--- src/rtl/cordic_axi4s_types_pkg.sv ---
// Shared types for the CORDIC AXI4-Stream client arbiter: vector-selection
// encoding and requester-index sizing.
package cordic_axi4s_types_pkg;

    typedef enum logic {
        CORDIC_SINE_COSINE_E = 1'b0,
        CORDIC_ATAN_MAG_E    = 1'b1
    } cordic_vec_sel_e;

    // A single requester still needs one index bit.
    function automatic int unsigned req_idx_width(input int unsigned nr_of_requesters);
        return (nr_of_requesters < 2) ? 1 : $clog2(nr_of_requesters);
    endfunction

endpackage

--- src/rtl/cordic_axi4s_arbiter_if.sv ---
// Bundle of request, result and CORDIC-side AXI4-Stream signals around the
// shared CORDIC arbiter; slave is the arbiter's view, master the environment's.
interface cordic_axi4s_arbiter_if #(
    parameter int unsigned NR_OF_REQUESTERS_P = 4,
    parameter int unsigned AXI_DATA_WIDTH_P   = 32,
    parameter int unsigned AXI_ID_WIDTH_P     = 4
);
    logic [NR_OF_REQUESTERS_P-1:0]                    req_tvalid;
    logic [NR_OF_REQUESTERS_P-1:0]                    req_tready;
    logic [NR_OF_REQUESTERS_P*AXI_DATA_WIDTH_P-1:0]   req_tdata;
    logic [NR_OF_REQUESTERS_P*AXI_ID_WIDTH_P-1:0]     req_tid;
    logic [NR_OF_REQUESTERS_P-1:0]                    req_tuser;
    logic [NR_OF_REQUESTERS_P-1:0]                    req_tlast;

    logic [NR_OF_REQUESTERS_P-1:0]                    rsp_tvalid;
    logic [NR_OF_REQUESTERS_P-1:0]                    rsp_tready;
    logic [NR_OF_REQUESTERS_P*2*AXI_DATA_WIDTH_P-1:0] rsp_tdata;
    logic [NR_OF_REQUESTERS_P-1:0]                    rsp_tlast;

    logic                                             cordic_egr_tvalid;
    logic                                             cordic_egr_tready;
    logic [AXI_DATA_WIDTH_P-1:0]                      cordic_egr_tdata;
    logic [AXI_ID_WIDTH_P-1:0]                        cordic_egr_tid;
    logic                                             cordic_egr_tuser;
    logic                                             cordic_egr_tlast;

    logic                                             cordic_ing_tvalid;
    logic                                             cordic_ing_tready;
    logic [2*AXI_DATA_WIDTH_P-1:0]                    cordic_ing_tdata;
    logic                                             cordic_ing_tlast;

    modport slave (
        input  req_tvalid, req_tdata, req_tid, req_tuser, req_tlast,
        output req_tready,
        output rsp_tvalid, rsp_tdata, rsp_tlast,
        input  rsp_tready,
        output cordic_egr_tvalid, cordic_egr_tdata, cordic_egr_tid, cordic_egr_tuser, cordic_egr_tlast,
        input  cordic_egr_tready,
        input  cordic_ing_tvalid, cordic_ing_tdata, cordic_ing_tlast,
        output cordic_ing_tready
    );

    modport master (
        output req_tvalid, req_tdata, req_tid, req_tuser, req_tlast,
        input  req_tready,
        input  rsp_tvalid, rsp_tdata, rsp_tlast,
        output rsp_tready,
        input  cordic_egr_tvalid, cordic_egr_tdata, cordic_egr_tid, cordic_egr_tuser, cordic_egr_tlast,
        output cordic_egr_tready,
        output cordic_ing_tvalid, cordic_ing_tdata, cordic_ing_tlast,
        input  cordic_ing_tready
    );

endinterface

--- src/rtl/cordic_arb_tag_fifo.sv ---
// In-order tag FIFO holding the requester index of each request issued to the
// CORDIC; head data is valid combinationally while not empty.
module cordic_arb_tag_fifo #(
    parameter int unsigned WIDTH_P = 2,
    parameter int unsigned DEPTH_P = 16
) (
    input  logic                       clk,
    input  logic                       rst_n,
    input  logic                       push,
    input  logic [WIDTH_P-1:0]         push_data,
    input  logic                       pop,
    output logic [WIDTH_P-1:0]         head_data,
    output logic                       full,
    output logic                       empty,
    output logic [$clog2(DEPTH_P):0]   fill
);
    localparam int unsigned PTR_W = $clog2(DEPTH_P);

    logic [WIDTH_P-1:0] mem [DEPTH_P];
    logic [PTR_W-1:0]   wr_ptr;
    logic [PTR_W-1:0]   rd_ptr;
    logic [PTR_W:0]     count;
    logic               do_push;
    logic               do_pop;

    assign do_push   = push && !full;
    assign do_pop    = pop && !empty;
    assign full      = (count == (PTR_W+1)'(DEPTH_P));
    assign empty     = (count == '0);
    assign head_data = mem[rd_ptr];
    assign fill      = count;

    always_ff @(posedge clk or negedge rst_n) begin
        if (!rst_n) begin
            wr_ptr <= '0;
            rd_ptr <= '0;
            count  <= '0;
        end else begin
            if (do_push) wr_ptr <= wr_ptr + PTR_W'(1);
            if (do_pop)  rd_ptr <= rd_ptr + PTR_W'(1);
            if (do_push && !do_pop)      count <= count + (PTR_W+1)'(1);
            else if (do_pop && !do_push) count <= count - (PTR_W+1)'(1);
        end
    end

    // Storage needs no reset: entries are only read after being written.
    always_ff @(posedge clk) begin
        if (do_push) mem[wr_ptr] <= push_data;
    end

endmodule

--- src/rtl/cordic_axi4s_arbiter.sv ---
// Round-robin sharing of one pipelined CORDIC between several AXI4-Stream
// clients; results are steered back in issue order via a tag FIFO.
module cordic_axi4s_arbiter
    import cordic_axi4s_types_pkg::*;
#(
    parameter int unsigned NR_OF_REQUESTERS_P = 4,
    parameter int unsigned AXI_DATA_WIDTH_P   = 32,
    parameter int unsigned AXI_ID_WIDTH_P     = 4,
    parameter int unsigned TAG_FIFO_DEPTH_P   = 16
) (
    input  logic                              clk,
    input  logic                              rst_n,
    cordic_axi4s_arbiter_if.slave             bus,
    output logic [$clog2(TAG_FIFO_DEPTH_P):0] sr_outstanding,
    output logic                              sr_unexpected_rsp
);
    localparam int unsigned REQ_IDX_WIDTH_C = req_idx_width(NR_OF_REQUESTERS_P);
    localparam int unsigned N   = NR_OF_REQUESTERS_P;
    localparam int unsigned W   = AXI_DATA_WIDTH_P;
    localparam int unsigned IDW = AXI_ID_WIDTH_P;
    localparam int unsigned IW  = REQ_IDX_WIDTH_C;

    localparam logic EGR_EMPTY = 1'b0;
    localparam logic EGR_FULL  = 1'b1;

    logic           egr_state_q;
    logic           egr_state_d;
    logic [W-1:0]   egr_tdata_q;
    logic [IDW-1:0] egr_tid_q;
    logic           egr_tuser_q;
    logic           egr_tlast_q;
    logic [IW-1:0]  rr_ptr_q;
    logic           unexpected_q;

    logic           egress_free_c;
    logic           grant_valid_c;
    logic [IW-1:0]  grant_idx_c;
    logic           accept_c;
    logic [N-1:0]   req_tready_c;
    logic [N-1:0]   rsp_tvalid_c;
    logic [N-1:0]   rsp_tlast_c;
    logic           ing_tready_c;
    logic           ing_pop_c;
    logic           tag_full;
    logic           tag_empty;
    logic [IW-1:0]  tag_head;

    assign egress_free_c = (egr_state_q == EGR_EMPTY) || bus.cordic_egr_tready;
    assign accept_c      = grant_valid_c && egress_free_c && !tag_full;

    // First valid requester at or after rr_ptr, modulo N.
    always_comb begin
        grant_valid_c = 1'b0;
        grant_idx_c   = '0;
        for (int i = 0; i < int'(N); i++) begin
            if (!grant_valid_c && bus.req_tvalid[IW'((int'(rr_ptr_q) + i) % int'(N))]) begin
                grant_valid_c = 1'b1;
                grant_idx_c   = IW'((int'(rr_ptr_q) + i) % int'(N));
            end
        end
    end

    always_comb begin
        req_tready_c = '0;
        if (accept_c) req_tready_c[grant_idx_c] = 1'b1;
    end

    always_ff @(posedge clk or negedge rst_n) begin
        if (!rst_n) egr_state_q <= EGR_EMPTY;
        else        egr_state_q <= egr_state_d;
    end

    always_comb begin
        egr_state_d = egr_state_q;
        case (egr_state_q)
            EGR_EMPTY: if (accept_c) egr_state_d = EGR_FULL;
            EGR_FULL:  if (bus.cordic_egr_tready && !accept_c) egr_state_d = EGR_EMPTY;
            default:   egr_state_d = EGR_EMPTY;
        endcase
    end

    // Payload only moves on accept, so it holds while the CORDIC stalls.
    always_ff @(posedge clk or negedge rst_n) begin
        if (!rst_n) begin
            egr_tdata_q <= '0;
            egr_tid_q   <= '0;
            egr_tuser_q <= CORDIC_SINE_COSINE_E;
            egr_tlast_q <= 1'b0;
            rr_ptr_q    <= '0;
        end else if (accept_c) begin
            egr_tdata_q <= bus.req_tdata[grant_idx_c*W +: W];
            egr_tid_q   <= bus.req_tid[grant_idx_c*IDW +: IDW];
            egr_tuser_q <= bus.req_tuser[grant_idx_c];
            egr_tlast_q <= bus.req_tlast[grant_idx_c];
            rr_ptr_q    <= (grant_idx_c == IW'(N - 1)) ? '0 : grant_idx_c + IW'(1);
        end
    end

    // With no tag outstanding, results are swallowed rather than stalling the CORDIC.
    always_comb begin
        rsp_tvalid_c = '0;
        rsp_tlast_c  = '0;
        ing_tready_c = 1'b1;
        if (!tag_empty) begin
            rsp_tvalid_c[tag_head] = bus.cordic_ing_tvalid;
            rsp_tlast_c[tag_head]  = bus.cordic_ing_tlast;
            ing_tready_c           = bus.rsp_tready[tag_head];
        end
    end

    assign ing_pop_c = !tag_empty && bus.cordic_ing_tvalid && bus.rsp_tready[tag_head];

    always_ff @(posedge clk or negedge rst_n) begin
        if (!rst_n)                                unexpected_q <= 1'b0;
        else if (tag_empty && bus.cordic_ing_tvalid) unexpected_q <= 1'b1;
    end

    cordic_arb_tag_fifo #(
        .WIDTH_P (IW),
        .DEPTH_P (TAG_FIFO_DEPTH_P)
    ) u_tag_fifo (
        .clk       (clk),
        .rst_n     (rst_n),
        .push      (accept_c),
        .push_data (grant_idx_c),
        .pop       (ing_pop_c),
        .head_data (tag_head),
        .full      (tag_full),
        .empty     (tag_empty),
        .fill      (sr_outstanding)
    );

    assign bus.req_tready        = req_tready_c;
    assign bus.rsp_tvalid        = rsp_tvalid_c;
    assign bus.rsp_tlast         = rsp_tlast_c;
    assign bus.rsp_tdata         = {N{bus.cordic_ing_tdata}};
    assign bus.cordic_ing_tready = ing_tready_c;
    assign bus.cordic_egr_tvalid = (egr_state_q == EGR_FULL);
    assign bus.cordic_egr_tdata  = egr_tdata_q;
    assign bus.cordic_egr_tid    = egr_tid_q;
    assign bus.cordic_egr_tuser  = egr_tuser_q;
    assign bus.cordic_egr_tlast  = egr_tlast_q;
    assign sr_unexpected_rsp     = unexpected_q;

endmodule
--- src/flat_wrapper.sv ---
// flat-port wrapper written by rule: the top's interface ports become plain ports
module cordic_axi4s_arbiter_flat import cordic_axi4s_types_pkg::*;
#(
    parameter int unsigned NR_OF_REQUESTERS_P = 4,
    parameter int unsigned AXI_DATA_WIDTH_P   = 32,
    parameter int unsigned AXI_ID_WIDTH_P     = 4,
    parameter int unsigned TAG_FIFO_DEPTH_P   = 16
)
  (clk, rst_n, sr_outstanding, sr_unexpected_rsp, bus_req_tvalid, bus_req_tdata, bus_req_tid, bus_req_tuser, bus_req_tlast, bus_req_tready, bus_rsp_tvalid, bus_rsp_tdata, bus_rsp_tlast, bus_rsp_tready, bus_cordic_egr_tvalid, bus_cordic_egr_tdata, bus_cordic_egr_tid, bus_cordic_egr_tuser, bus_cordic_egr_tlast, bus_cordic_egr_tready, bus_cordic_ing_tvalid, bus_cordic_ing_tdata, bus_cordic_ing_tlast, bus_cordic_ing_tready);
  cordic_axi4s_arbiter_if #(.NR_OF_REQUESTERS_P(NR_OF_REQUESTERS_P), .AXI_DATA_WIDTH_P(AXI_DATA_WIDTH_P), .AXI_ID_WIDTH_P(AXI_ID_WIDTH_P)) bus_i ();
  input  logic clk;
  input  logic rst_n;
  output logic [$clog2(TAG_FIFO_DEPTH_P):0] sr_outstanding;
  output logic sr_unexpected_rsp;
  input wire logic [$bits(bus_i.req_tvalid)-1:0] bus_req_tvalid;
  input wire logic [$bits(bus_i.req_tdata)-1:0] bus_req_tdata;
  input wire logic [$bits(bus_i.req_tid)-1:0] bus_req_tid;
  input wire logic [$bits(bus_i.req_tuser)-1:0] bus_req_tuser;
  input wire logic [$bits(bus_i.req_tlast)-1:0] bus_req_tlast;
  output wire logic [$bits(bus_i.req_tready)-1:0] bus_req_tready;
  output wire logic [$bits(bus_i.rsp_tvalid)-1:0] bus_rsp_tvalid;
  output wire logic [$bits(bus_i.rsp_tdata)-1:0] bus_rsp_tdata;
  output wire logic [$bits(bus_i.rsp_tlast)-1:0] bus_rsp_tlast;
  input wire logic [$bits(bus_i.rsp_tready)-1:0] bus_rsp_tready;
  output wire logic [$bits(bus_i.cordic_egr_tvalid)-1:0] bus_cordic_egr_tvalid;
  output wire logic [$bits(bus_i.cordic_egr_tdata)-1:0] bus_cordic_egr_tdata;
  output wire logic [$bits(bus_i.cordic_egr_tid)-1:0] bus_cordic_egr_tid;
  output wire logic [$bits(bus_i.cordic_egr_tuser)-1:0] bus_cordic_egr_tuser;
  output wire logic [$bits(bus_i.cordic_egr_tlast)-1:0] bus_cordic_egr_tlast;
  input wire logic [$bits(bus_i.cordic_egr_tready)-1:0] bus_cordic_egr_tready;
  input wire logic [$bits(bus_i.cordic_ing_tvalid)-1:0] bus_cordic_ing_tvalid;
  input wire logic [$bits(bus_i.cordic_ing_tdata)-1:0] bus_cordic_ing_tdata;
  input wire logic [$bits(bus_i.cordic_ing_tlast)-1:0] bus_cordic_ing_tlast;
  output wire logic [$bits(bus_i.cordic_ing_tready)-1:0] bus_cordic_ing_tready;
  assign bus_i.req_tvalid = bus_req_tvalid;
  assign bus_i.req_tdata = bus_req_tdata;
  assign bus_i.req_tid = bus_req_tid;
  assign bus_i.req_tuser = bus_req_tuser;
  assign bus_i.req_tlast = bus_req_tlast;
  assign bus_req_tready = bus_i.req_tready;
  assign bus_rsp_tvalid = bus_i.rsp_tvalid;
  assign bus_rsp_tdata = bus_i.rsp_tdata;
  assign bus_rsp_tlast = bus_i.rsp_tlast;
  assign bus_i.rsp_tready = bus_rsp_tready;
  assign bus_cordic_egr_tvalid = bus_i.cordic_egr_tvalid;
  assign bus_cordic_egr_tdata = bus_i.cordic_egr_tdata;
  assign bus_cordic_egr_tid = bus_i.cordic_egr_tid;
  assign bus_cordic_egr_tuser = bus_i.cordic_egr_tuser;
  assign bus_cordic_egr_tlast = bus_i.cordic_egr_tlast;
  assign bus_i.cordic_egr_tready = bus_cordic_egr_tready;
  assign bus_i.cordic_ing_tvalid = bus_cordic_ing_tvalid;
  assign bus_i.cordic_ing_tdata = bus_cordic_ing_tdata;
  assign bus_i.cordic_ing_tlast = bus_cordic_ing_tlast;
  assign bus_cordic_ing_tready = bus_i.cordic_ing_tready;
  cordic_axi4s_arbiter #(.NR_OF_REQUESTERS_P(NR_OF_REQUESTERS_P), .AXI_DATA_WIDTH_P(AXI_DATA_WIDTH_P), .AXI_ID_WIDTH_P(AXI_ID_WIDTH_P), .TAG_FIFO_DEPTH_P(TAG_FIFO_DEPTH_P)) u_core (.clk(clk), .rst_n(rst_n), .bus(bus_i), .sr_outstanding(sr_outstanding), .sr_unexpected_rsp(sr_unexpected_rsp));
endmodule
--- config.mk ---
export PLATFORM = sky130hd
export DESIGN_NAME = cordic_axi4s_arbiter_flat
export DESIGN_NICKNAME = d
export VERILOG_FILES = /design/src/rtl/cordic_axi4s_types_pkg.sv /design/src/rtl/cordic_axi4s_arbiter_if.sv /design/src/rtl/cordic_arb_tag_fifo.sv /design/src/rtl/cordic_axi4s_arbiter.sv /design/src/flat_wrapper.sv
export SDC_FILE = /design/constraint.sdc
export NUM_CORES = 1
export LEC_CHECK = 0
export BUFFER_PORTS_ARGS = -buffer_cell sky130_fd_sc_hd__buf_2
export CORE_AREA = 2 2 209 211
export CTS_BUF_LIST = sky130_fd_sc_hd__clkbuf_8
export DETAILED_ROUTE_END_ITERATION = 8
export DIE_AREA = 0 0 211 213
export GPL_TIMING_DRIVEN = 0
export PLACE_DENSITY = 0.4
export SETUP_SLACK_MARGIN = 0.3
export SYNTH_ARGS = -nofsm -noshare
export SYNTH_HDL_FRONTEND = slang
export SYNTH_HIERARCHICAL = 1
export SYNTH_SLANG_ARGS = --single-unit
--- constraint.sdc ---
create_clock -name clk -period 5.15 [get_ports clk]
set_clock_uncertainty 0.1 [all_clocks]
set_input_delay 0.515 -clock clk [delete_from_list [all_inputs] [get_ports clk]]
set_output_delay 0.515 -clock clk [all_outputs]
set_load 0.01 [all_outputs]
# Word level (Yosys, flattened, before mapping)

Memories as Yosys holds them, arrays and structs flattened.
Index checks and enable logic that the tools add are counted.

Logic and storage cells: 102
Memories kept: 1
Memory bits (writable): 32
Bits in read-only memories: 0
Bits in latches: 0
Input bits: 229
Output and inout bits: 314
Flip-flop bits (word level): 55

Memories:

| memory                | words | width | read ports | clocked after memory_dff | wr ports | line                      | text |
|---|---|---|---|---|---|---|---|
| u_core.u_tag_fifo.mem | 16    | 2     | 1          | 0                        | 1        | cordic_arb_tag_fifo.sv:19 | `logic [WIDTH_P-1:0] mem [DEPTH_P];` |

Reduce and logical (&&, ||, !) cells: 26
Multiply operators: 0
Shifts and indexed selects: 2
Mux-type cells: 42
Eq/ne operators: 2
Magnitude comparators: 8
Div/mod/pow operators: 0
Bitwise logic cells: 3
Add/sub/neg operators: 8

Operator list:

| operator                                                               | count |
|---|---|
| 128-bit by 8-bit variable part select with 32-bit output               | 1 |
| 1-bit two-way mux                                                      | 22 |
| 2-bit by 4-bit < comparator with 1-bit output (second input constant)  | 4 |
| 16-bit by 5-bit variable part select with 4-bit output                 | 1 |
| 1-bit logical AND                                                      | 15 |
| 1-bit binary-select mux with 2-bit select                              | 7 |
| 4-bit two-way mux                                                      | 3 |
| 2-bit two-way mux                                                      | 5 |
| 5-bit two-way mux                                                      | 2 |
| 4-bit by 1-bit adder with 4-bit output (second input constant)         | 2 |
| 4-bit bitwise AND                                                      | 2 |
| 1-bit zero test                                                        | 8 |
| 2-bit by 3-bit < comparator with 1-bit output (second input constant)  | 2 |
| 5-bit by 1-bit adder with 5-bit output (second input constant)         | 1 |
| 5-bit equality test (second input constant)                            | 1 |
| 5-bit zero test                                                        | 1 |
| 5-bit by 1-bit subtractor with 5-bit output (second input constant)    | 1 |
| 2-bit by 1-bit adder with 2-bit output (second input constant)         | 2 |
| 2-bit adder (second input constant)                                    | 2 |
| 1-bit demux with 2-bit select                                          | 2 |
| 2-bit by 1-bit >= comparator with 1-bit output (second input constant) | 2 |
| 2-bit equality test (second input constant)                            | 1 |
| 1-bit one-hot mux with 2 select lines                                  | 1 |
| 2-bit nonzero test                                                     | 1 |
| other kinds (2)                                                        | 2 |

# Longest topological paths before layout

Gate-level depths: netlist of the first run.

Depth after elaboration: 20
Depth in mapped cells: 17
Depth with buffers taken out: 15

# Cells and area by module

The synthesis of the first run kept the hierarchy.

By module, submodules not included:

| module               | instances | area each (sq um) | cells each | sequential area each (sq um) |
|---|---|---|---|---|
| cordic_axi4s_arbiter | 1         | 5,206.2           | 626        | 1,051.0 |
| cordic_arb_tag_fifo  | 1         | 2,067.0           | 148        | 1,286.2 |

# Worst setup path before layout of the first run

Ideal clock, no wire load.

Kind: flip-flop to flip-flop
Start point: reg u_core.u_tag_fifo.rd_ptr[0]
End point: reg u_core.u_tag_fifo.count[4] (netlist: u_core/u_tag_fifo/fill[4])
Setup time: 0.080 ns
Cell stages (with the launch flop): 18
Arrival time: 3.544 ns
Path slack: 1.426 ns
Buffers on the path: 2
Clock period less this slack: 3.724 ns
Required time: 4.970 ns
Cells stage by stage: dfrtp_1 buf_4 buf_6 mux2i_1 a221oi_1 a22oi_1 nand2_1 mux4_2 nor2b_1 o21a_4 inv_2 ha_1 inv_1 fa_1 a21o_1 a21oi_1 mux2i_1 xnor2_1

Cells in the longest elaborated chain, start to end: 8
Elaborated cells on any way between the ends: 10
Those cells by class: mux (3); reduce/logical (6); memory (1)

RTL lines:

| item                                                    | line                        | text |
|---|---|---|
| start: declaration                                      | cordic_arb_tag_fifo.sv:21   | `logic [PTR_W-1:0] rd_ptr;` |
| start signal: assignment                                | cordic_arb_tag_fifo.sv:40   | `if (do_pop) rd_ptr <= rd_ptr + PTR_W'(1);` |
| memory read 16 x 2 bit (*)                              | --                          |  |
| net u_core.tag_head[0]                                  | cordic_axi4s_arbiter.sv:46  | `logic [IW-1:0] tag_head;` |
| 1-bit binary-select mux with 2-bit select (*)           | cordic_axi4s_arbiter.sv:111 | `assign ing_pop_c = !tag_empty && bus.cordic_ing_tvalid && bus.rsp_tready[tag_head];` |
| 1-bit two-way mux (not written as such) (*)             | cordic_axi4s_arbiter.sv:111 |  |
| 1-bit logical AND (*)                                   | cordic_axi4s_arbiter.sv:111 |  |
| net u_core.ing_pop_c                                    | cordic_axi4s_arbiter.sv:43  | `logic ing_pop_c;` |
| 1-bit logical AND (*)                                   | cordic_arb_tag_fifo.sv:27   | `assign do_pop = pop && !empty;` |
| 1-bit zero test                                         | cordic_arb_tag_fifo.sv:41   | `if (do_push && !do_pop) count <= count + (PTR_W+1)'(1);` |
| 1-bit logical AND                                       | cordic_arb_tag_fifo.sv:41   |  |
| 5-bit two-way mux or 2-bit nonzero test (tied branches) | --                          |  |
| end signal: assignment                                  | cordic_arb_tag_fifo.sv:41   |  |
| end signal: assignment                                  | cordic_arb_tag_fifo.sv:42   | `else if (do_pop && !do_push) count <= count - (PTR_W+1)'(1);` |
| end: declaration                                        | cordic_arb_tag_fifo.sv:22   | `logic [PTR_W:0] count;` |

The timed path passes the listed nets; every way through them passes the cells marked *. The select of a mux whose other input is x is not followed.
A chain may end at the register's enable or synchronous reset.

# Final worst setup path of the first run

Ends and elaborated chain as after synthesis.

==> run_results.csv, run 1 <==
group,metric,value,unit
timing,finalWorstSetupSlack,957,ps
timing,timing.final.setup_violations,0,
critical_path,cp_common_cell,"mux2i_1",
synth,async_flop_share,63.2,%
clock_tree,cts_tree,"done",
critical_path,cp_data_arrival_time,4400,ps
cells_and_area,utilization,24.7,%
timing,maxSlewHeadroom,19.5,%
route,drt_first_pass_iters,4,
route,drcViolationCount,0,
global_route,grt_max_degree,56,
route,viasPerCell,3.91,
route,drt_iter0_drc,247,
global_route,grt_pass1_vias,6693,
synth,synthTopCellsByCount,"buf_4, nand2_1, dfrtp_1",
route,wl,30.4,mm
synth,synth_top_area_share,26.8,%
critical_path,path_delay_family,"compound AO/OA/AOI/OAI gates",
synth,synth_seq_area_share,32.1,%
hold_path,hp-class,"in2async",
synth,yosysTopAreaCell,"buf_4",
floorplan,die_y,213,um
place,gp_congestion,0.753,
power,peakVddDrop,0.000137,V
synth,yosys.cell_count.top_type,"buf_4",
synth,synth_seq_cells,87,
power,cellLeakagePower,5.41,nW
critical_path,slowest_delay,550,ps
clock_tree,cts-root-buf,"clkbuf_8",
cells_and_area,regArea,2340,sq um
cells_and_area,drive_above_1_share,62.7,%
floorplan,initial_utilization,17.0,%
floorplan,core,42700,sq um
outcome,status,"finished clean",
floorplan,io_pins,543,
floorplan,dieArea,44900,sq um
timing,finalCritPeriodShare,81.4,%
place,dp_hpwl,24.3,mm
cells_and_area,multi_input_area,2740,sq um
cells_and_area,nFillCells,4711,
floorplan,row_count,76,
critical_path,endpoint_kind,"register",
clock_tree,clk_path_buf_depth,2,
global_route,grt_overflow,0,
place,portBuffers,478,
timing,holdWs,111,ps
timing,tightest_slew,1200,ps
synth,netlist-cell-type-count,46,
cells_and_area,nets,1506,
global_route,grt_pass1_wl,42.5,mm
cells_and_area,areaGrowthSynthToFinish,45.1,%
synth,yosys-top-cells-area,"buf_4, dfrtp_1, edfxtp_1, mux2i_1, a211o_1",
global_route,grt_use_total,12.7,%
critical_path,worst_setup_path_start_kind,"register",
power,power_density,389,nW/um^2
clock_tree,clk_latency,390,ps
run,cap_violations,0,
clock_tree,hold_buffers,0,
synth,syn_area,7270,sq um
route,num_vias,7096,
clock_tree,cts_setup_buffers,0,
place,placed_cells,1798,
timing,finalCriticalPeriod,4190,ps
timing,tns,0,ps
synth,synth_fp_nets,1017,
place,pre_cts_ws,937,ps
critical_path,crit_chain,"buf_4, buf_6, mux2i_1, a221oi_1, o21ai_0, nand2_1, mux4_2, nor2b_1, o21a_4, inv_2, ha_1, inv_1, fa_1, a21o_1, a21oi_1, mux2i_1, xnor2_1",
synth,synth_ff_type,"dfrtp_1",
critical_path,cpMaxStageDelayCell,"mux4_2",
critical_path,crit_fanout,10,
clock_tree,clock-sinks,87,
timing,fmaxAchievable,238,MHz
critical_path,crit_type,"reg2reg",
synth,synth_area_per_cell,9.40,sq um
critical_path,crit_buf_inv,4,
floorplan,die_w,211,um
route,wl_per_cell,16.7,um
global_route,antenna_found_initial,3,
timing,report.final.slew_viol_count,0,
cells_and_area,layout.cells.non_filler,1816,
route,antenna_left,0,
timing,hold_viol_final,0,
critical_path,crit_required,5360,ps
timing,rsz0062_at_grt,"no",
clock_tree,cts_buffers,9,
synth,synth_edf_count,32,
synth,yosys_warnings,6,
synth,synthCells,774,
clock_tree,clkTransAtPathRegs,110,ps
clock_tree,cts_resized,0,
clock_tree,htreeDepth,3,
==> registers in the layout, summed over array words and instances (netlist names) <==
register                      cells
u_core/u_tag_fifo/wr_ptr          4
u_core/u_tag_fifo/fill            5
u_core/bus.cordic_egr_tdata      32
u_core/u_tag_fifo/mem            32
u_core/rr_ptr_q                   2
u_core/bus.cordic_egr_tvalid      1
u_core/bus.cordic_egr_tid         4
u_core/bus.cordic_egr_tlast       1
u_core/bus.cordic_egr_tuser       1
u_core/u_tag_fifo/rd_ptr          4
u_core/sr_unexpected_rsp          1
==> area by class of cell <==
| cell class | count | area share, % |
|---|---|---|
| Clock inverter | 7 | 0.676 |
| Tap cell | 546 | 6.47 |
| Timing Repair Buffer | 478 | 22.7 |
| Inverter | 9 | 0.320 |
| Buffer | 305 | 20.5 |
| Multi-Input combinational cell | 373 | 25.9 |
| Antenna cell | 2 | 0.0474 |
| Sequential cell | 87 | 22.2 |
| Clock buffer | 9 | 1.17 |
==> report_power, final <==
group          leakage (nW)  switching (W)  internal (W)
Combinational          4.36        0.00139       0.00103
Sequential            0.957       0.000175      0.000991
Clock                0.0949       0.000300      0.000225
Total                  5.41        0.00186       0.00225
==> path summary, 6_finish.rpt <==
kind,startpoint,end,slack (ps),cells past startpoint
max,u_core/u_tag_fifo/rd_ptr[0]$_DFFE_PN0P_,u_core/u_tag_fifo/fill[4]$_DFFE_PN0P_,960,17
min,rst_n,u_core/bus.cordic_egr_tdata[4]$_DFFE_PN0P_,110,1
max reg2reg,u_core/u_tag_fifo/rd_ptr[0]$_DFFE_PN0P_,u_core/u_tag_fifo/fill[4]$_DFFE_PN0P_,960,17
min reg2reg,u_core/sr_unexpected_rsp$_DFFE_PN0P_,u_core/sr_unexpected_rsp$_DFFE_PN0P_,360,1
max in group asynchronous,rst_n,u_core/u_tag_fifo/rd_ptr[3]$_DFFE_PN0P_,4280,1
min in group clk,bus_cordic_ing_tvalid,u_core/sr_unexpected_rsp$_DFFE_PN0P_,260,2
==> worst reg2reg max path, delay by kind of cell, from the launching register on <==
kind / cells / cell delay (ps)
AOI/OAI and AO/OA: 5 / 1050
xor gates and xnor gates: 1 / 130
adders and majority gates: 2 / 580
buffers and inverters: 4 / 530
DFF: 1 / 400
muxes: 3 / 960
and+or+nand+nor: 2 / 390
==> metal layers <==
| layer | track usage, % | up-vias | share of wire [%] |
|---|---|---|---|
| li1 | - | 3482 | - |
| met3 | 2.65 | 18 | 5.2 |
| met2 | 22.7 | 256 | 52 |
| met1 | 15.8 | 3338 | 42 |
| met4 | 2.57 | 2 | 1.0 |
| met5 | 0 | - | 0.043 |
==> cell families (layout without fill, tap and decap cells) <==
logic type / after synthesis / count (layout) / synth area share (%)
fa+ha+maj: 14 / 14 / 2.51
xor+xnor: 10 / 10 / 1.20
flops: 87 / 87 / 32.1
simple gates: 157 / 157 / 10.7
compound gates: 139 / 139 / 15.0
other cells: 0 / 2 / 0
buf+inv: 314 / 808 / 30.3
mux: 53 / 53 / 8.17
==> placed cells by master, fill, tap and decap left out, drive strengths merged, types with 5 or more instances in the layout <==
| master | n |
|---|---|
| ha | 13 |
| mux4 | 5 |
| and2 | 6 |
| buf | 762 |
| nor3 | 7 |
| dfrtp | 55 |
| o211ai | 38 |
| clkbuf | 30 |
| nand4 | 39 |
| mux2i | 47 |
| edfxtp | 32 |
| inv | 10 |
| a211o | 38 |
| nand2 | 60 |
| o31ai | 38 |
| nor2 | 26 |
| nand2b | 9 |
| xnor2 | 9 |
| o21ai | 7 |
==> through the flow <==
stage / total power, W / cell area, sq um
detailed placement: 0.00365 / 10400
CTS: 0.00420 / 10500
floorplan: 0.00272 / 7270
finish: 0.00411 / 10600
global route: 0.00445 / 10600
global placement: 0.00363 / 10300
No activity file was read; power rests on OpenSTA's default activity.
==> run 2, diff against run 1 <==
--- a/config.mk
+++ b/config.mk
@@ -5,13 +5,14 @@
 export SDC_FILE = /design/constraint.sdc
 export NUM_CORES = 1
 export LEC_CHECK = 0
+export ABC_AREA = 1
 export BUFFER_PORTS_ARGS = -buffer_cell sky130_fd_sc_hd__buf_2
-export CORE_AREA = 2 2 209 211
+export CORE_AREA = 2 2 211 213
 export CTS_BUF_LIST = sky130_fd_sc_hd__clkbuf_8
 export DETAILED_ROUTE_END_ITERATION = 8
-export DIE_AREA = 0 0 211 213
+export DIE_AREA = 0 0 213 215
 export GPL_TIMING_DRIVEN = 0
-export PLACE_DENSITY = 0.4
+export PLACE_DENSITY = 0.43
 export SETUP_SLACK_MARGIN = 0.3
 export SYNTH_ARGS = -nofsm -noshare
 export SYNTH_HDL_FRONTEND = slang
==> constraint.sdc (replaced) <==
create_clock -name clk -period 3.49 [get_ports clk]
set_clock_uncertainty 0.1 [all_clocks]
set_input_delay 0.349 -clock clk [delete_from_list [all_inputs] [get_ports clk]]
set_output_delay 0.349 -clock clk [all_outputs]
set_load 0.01 [all_outputs]
==> run_results.csv, run 2 <==
group,metric,value,unit
critical_path,crit_chain,"inv_4, buf_4, nand2_1, nand3_1, nand3_1, nand2_1, nand2_2, or2_4, o21ai_4, a221oi_4, nor2_2, nand2_2, ha_4, inv_4, buf_4, ha_1, nand3_1, nand4_1, nand3_1, o21ai_0",
run,cap_violations,0,
critical_path,endpoint_kind,"register",
cells_and_area,areaGrowthSynthToFinish,44.4,%
synth,yosys_warnings,6,
global_route,antenna_found_initial,9,
cells_and_area,drive_above_1_share,49.4,%
timing,finalCritPeriodShare,85.8,%
timing,report.final.slew_viol_count,0,
synth,synth_top_area_share,23.3,%
critical_path,crit_fanout,6,
global_route,grt_overflow,0,
synth,syn_area,8360,sq um
synth,synth_ff_type,"dfrtp_1",
clock_tree,clkTransAtPathRegs,90,ps
outcome,status,"finished clean",
synth,yosys.cell_count.top_type,"nand2_1",
clock_tree,cts_tree,"done",
route,num_vias,9038,
place,placed_cells,2308,
route,drt_iter0_drc,441,
cells_and_area,nFillCells,5008,
timing,hold_viol_final,0,
place,placed_area,11500,sq um
cells_and_area,mostFrequentLayoutCells,"buf_2, nand2_1, buf_4",
synth,yosysTopAreaCell,"buf_4",
floorplan,row_count,77,
hold_path,hp-class,"in2reg",
global_route,grt_pass1_vias,8624,
synth,synth_fp_nets,1481,
timing,finalCriticalPeriod,2990,ps
place,pre_cts_ws,-305,ps
place,portBuffers,478,
clock_tree,cts_buffers,9,
cells_and_area,final_common_cell,"buf_2",
place,dp_hpwl,27.5,mm
cells_and_area,utilization,27.7,%
route,wl_per_cell,14.5,um
route,drt_first_pass_iters,4,
route,viasPerCell,3.85,
critical_path,crit_required,3680,ps
route,drcViolationCount,0,
timing,tightest_slew,860,ps
clock_tree,htreeDepth,3,
cells_and_area,nets,1990,
global_route,grt_pass1_wl,49.8,mm
cells_and_area,final_area,12100,sq um
critical_path,slowest_delay,490,ps
critical_path,crit_type,"reg2reg",
synth,netlist-cell-type-count,31,
floorplan,die_w,213,um
power,peakVddDrop,0.000522,V
clock_tree,clock-sinks,87,
critical_path,cp_data_arrival_time,3190,ps
synth,synthCells,1238,
critical_path,worst_setup_path_start_kind,"register",
timing,holdWs,66.7,ps
clock_tree,clk_path_buf_depth,2,
synth,yosys-top-cells-area,"buf_4, dfrtp_1, nand2_1, edfxtp_1, inv_1",
synth,synth_seq_area_share,27.9,%
critical_path,cp_common_cell,"nand3_1",
cells_and_area,regArea,2340,sq um
critical_path,cpMaxStageDelayCell,"dfrtp_2",
global_route,grt_max_degree,56,
timing,rsz0062_at_grt,"yes",
place,gp_congestion,0.909,
power,cellLeakagePower,7.23,nW
timing,finalWorstSetupSlack,497,ps
timing,fmaxAchievable,334,MHz
synth,async_flop_share,63.2,%
cells_and_area,layout.cells.non_filler,2347,
global_route,grt_use_total,14.2,%
synth,synth_seq_cells,87,
synth,synth_edf_count,32,
floorplan,core,43600,sq um
floorplan,dieArea,45800,sq um
floorplan,initial_utilization,19.2,%
clock_tree,clk_latency,410,ps
route,antenna_left,0,
floorplan,die_y,215,um
cells_and_area,multi_input_area,3160,sq um
synth,synth_area_per_cell,6.76,sq um
synth,synthTopCellsByCount,"nand2_1, buf_4, inv_1",
clock_tree,cts-root-buf,"clkbuf_8",
timing,maxSlewHeadroom,42.6,%
route,wl,34.0,mm
floorplan,io_pins,543,
timing,timing.final.setup_violations,0,
power,power_density,941,nW/um^2
## run 2: cell families (layout without fill, tap and decap cells)
logic type | count (synthesis) | count (layout) | synth area share (%)
AO/OA/AOI/OAI | 14 | 14 | 1.00
XOR/XNOR | 6 | 6 | 0.628
adder cells (fa/ha/maj) | 14 | 14 | 2.18
buffers and inverters | 518 | 1032 | 36.0
flip-flops | 87 | 87 | 27.9
other | 0 | 3 | 0
AND/OR/NAND/NOR | 599 | 599 | 32.2
## run 2: worst max-delay path, delay by kind of cell (launching register included)
| family | cells | cell delay (ps) |
|---|---|---|
| compound gates | 3 | 300 |
| simple gates | 11 | 1150 |
| buf+inv | 4 | 450 |
| flops | 1 | 490 |
| fa+ha+maj | 2 | 390 |
## run 2: what timing repair did
action	in CTS	in global routing
setup buffers	11	5
gates cloned	0	3
hold endpoints to repair	55	0
setup endpoints to repair	9	8
hold buffers	1	0
pin swaps	4	11
gates resized for setup	19	44
## run 2: where the power goes
part	leakage (nW)	internal, W	switching [W]
Clock	0.0896	0.000268	0.000464
Sequential	0.956	0.00165	0.000273
Combinational	6.18	0.00322	0.00548
## run 2: area by class of cell
type | count | area share (%)
multi-input cells | 633 | 26.2
repair buffers | 498 | 21.2
flip-flops and latches | 87 | 19.4
plain buffers | 309 | 18.9
inverters | 209 | 6.67
well taps | 592 | 6.13
clock buffers | 9 | 1.03
clock inverters | 7 | 0.466
diodes | 3 | 0.0622
## run 2: per-stage QoR
step,setup TNS [ps],power (W)
2_1_floorplan,0,0.00720
3_3_place_gp,-872,0.00990
3_5_place_dp,-778,0.00993
4_1_cts,0,0.0110
5_1_grt,0,0.0125
6_report,0,0.0114
## run 2: worst paths after layout
| kind | startpoint | endpoint | slack, ps | cells after the start |
|---|---|---|---|---|
| max | u_core/u_tag_fifo/rd_ptr[0]$_DFFE_PN0P_ | u_core/u_tag_fifo/fill[3]$_DFFE_PN0P_ | 500 | 20 |
| min | bus_cordic_ing_tvalid | u_core/sr_unexpected_rsp$_DFFE_PN0P_ | 70 | 2 |
| max reg2reg | u_core/u_tag_fifo/rd_ptr[0]$_DFFE_PN0P_ | u_core/u_tag_fifo/fill[3]$_DFFE_PN0P_ | 500 | 20 |
| min reg2reg | u_core/sr_unexpected_rsp$_DFFE_PN0P_ | u_core/sr_unexpected_rsp$_DFFE_PN0P_ | 380 | 1 |
| max in group asynchronous | rst_n | u_core/u_tag_fifo/rd_ptr[0]$_DFFE_PN0P_ | 2190 | 2 |
| min in group asynchronous | rst_n | u_core/bus.cordic_egr_tid[0]$_DFFE_PN0P_ | 480 | 2 |
## run 2: metal layers
layer	vias to the layer above	share of wire, %	track usage [%]
met5	-	0.22	0
met4	12	1.5	3.45
met3	40	6.0	3.43
met2	283	50	25.0
met1	4135	42	17.2
li1	4568	-	-
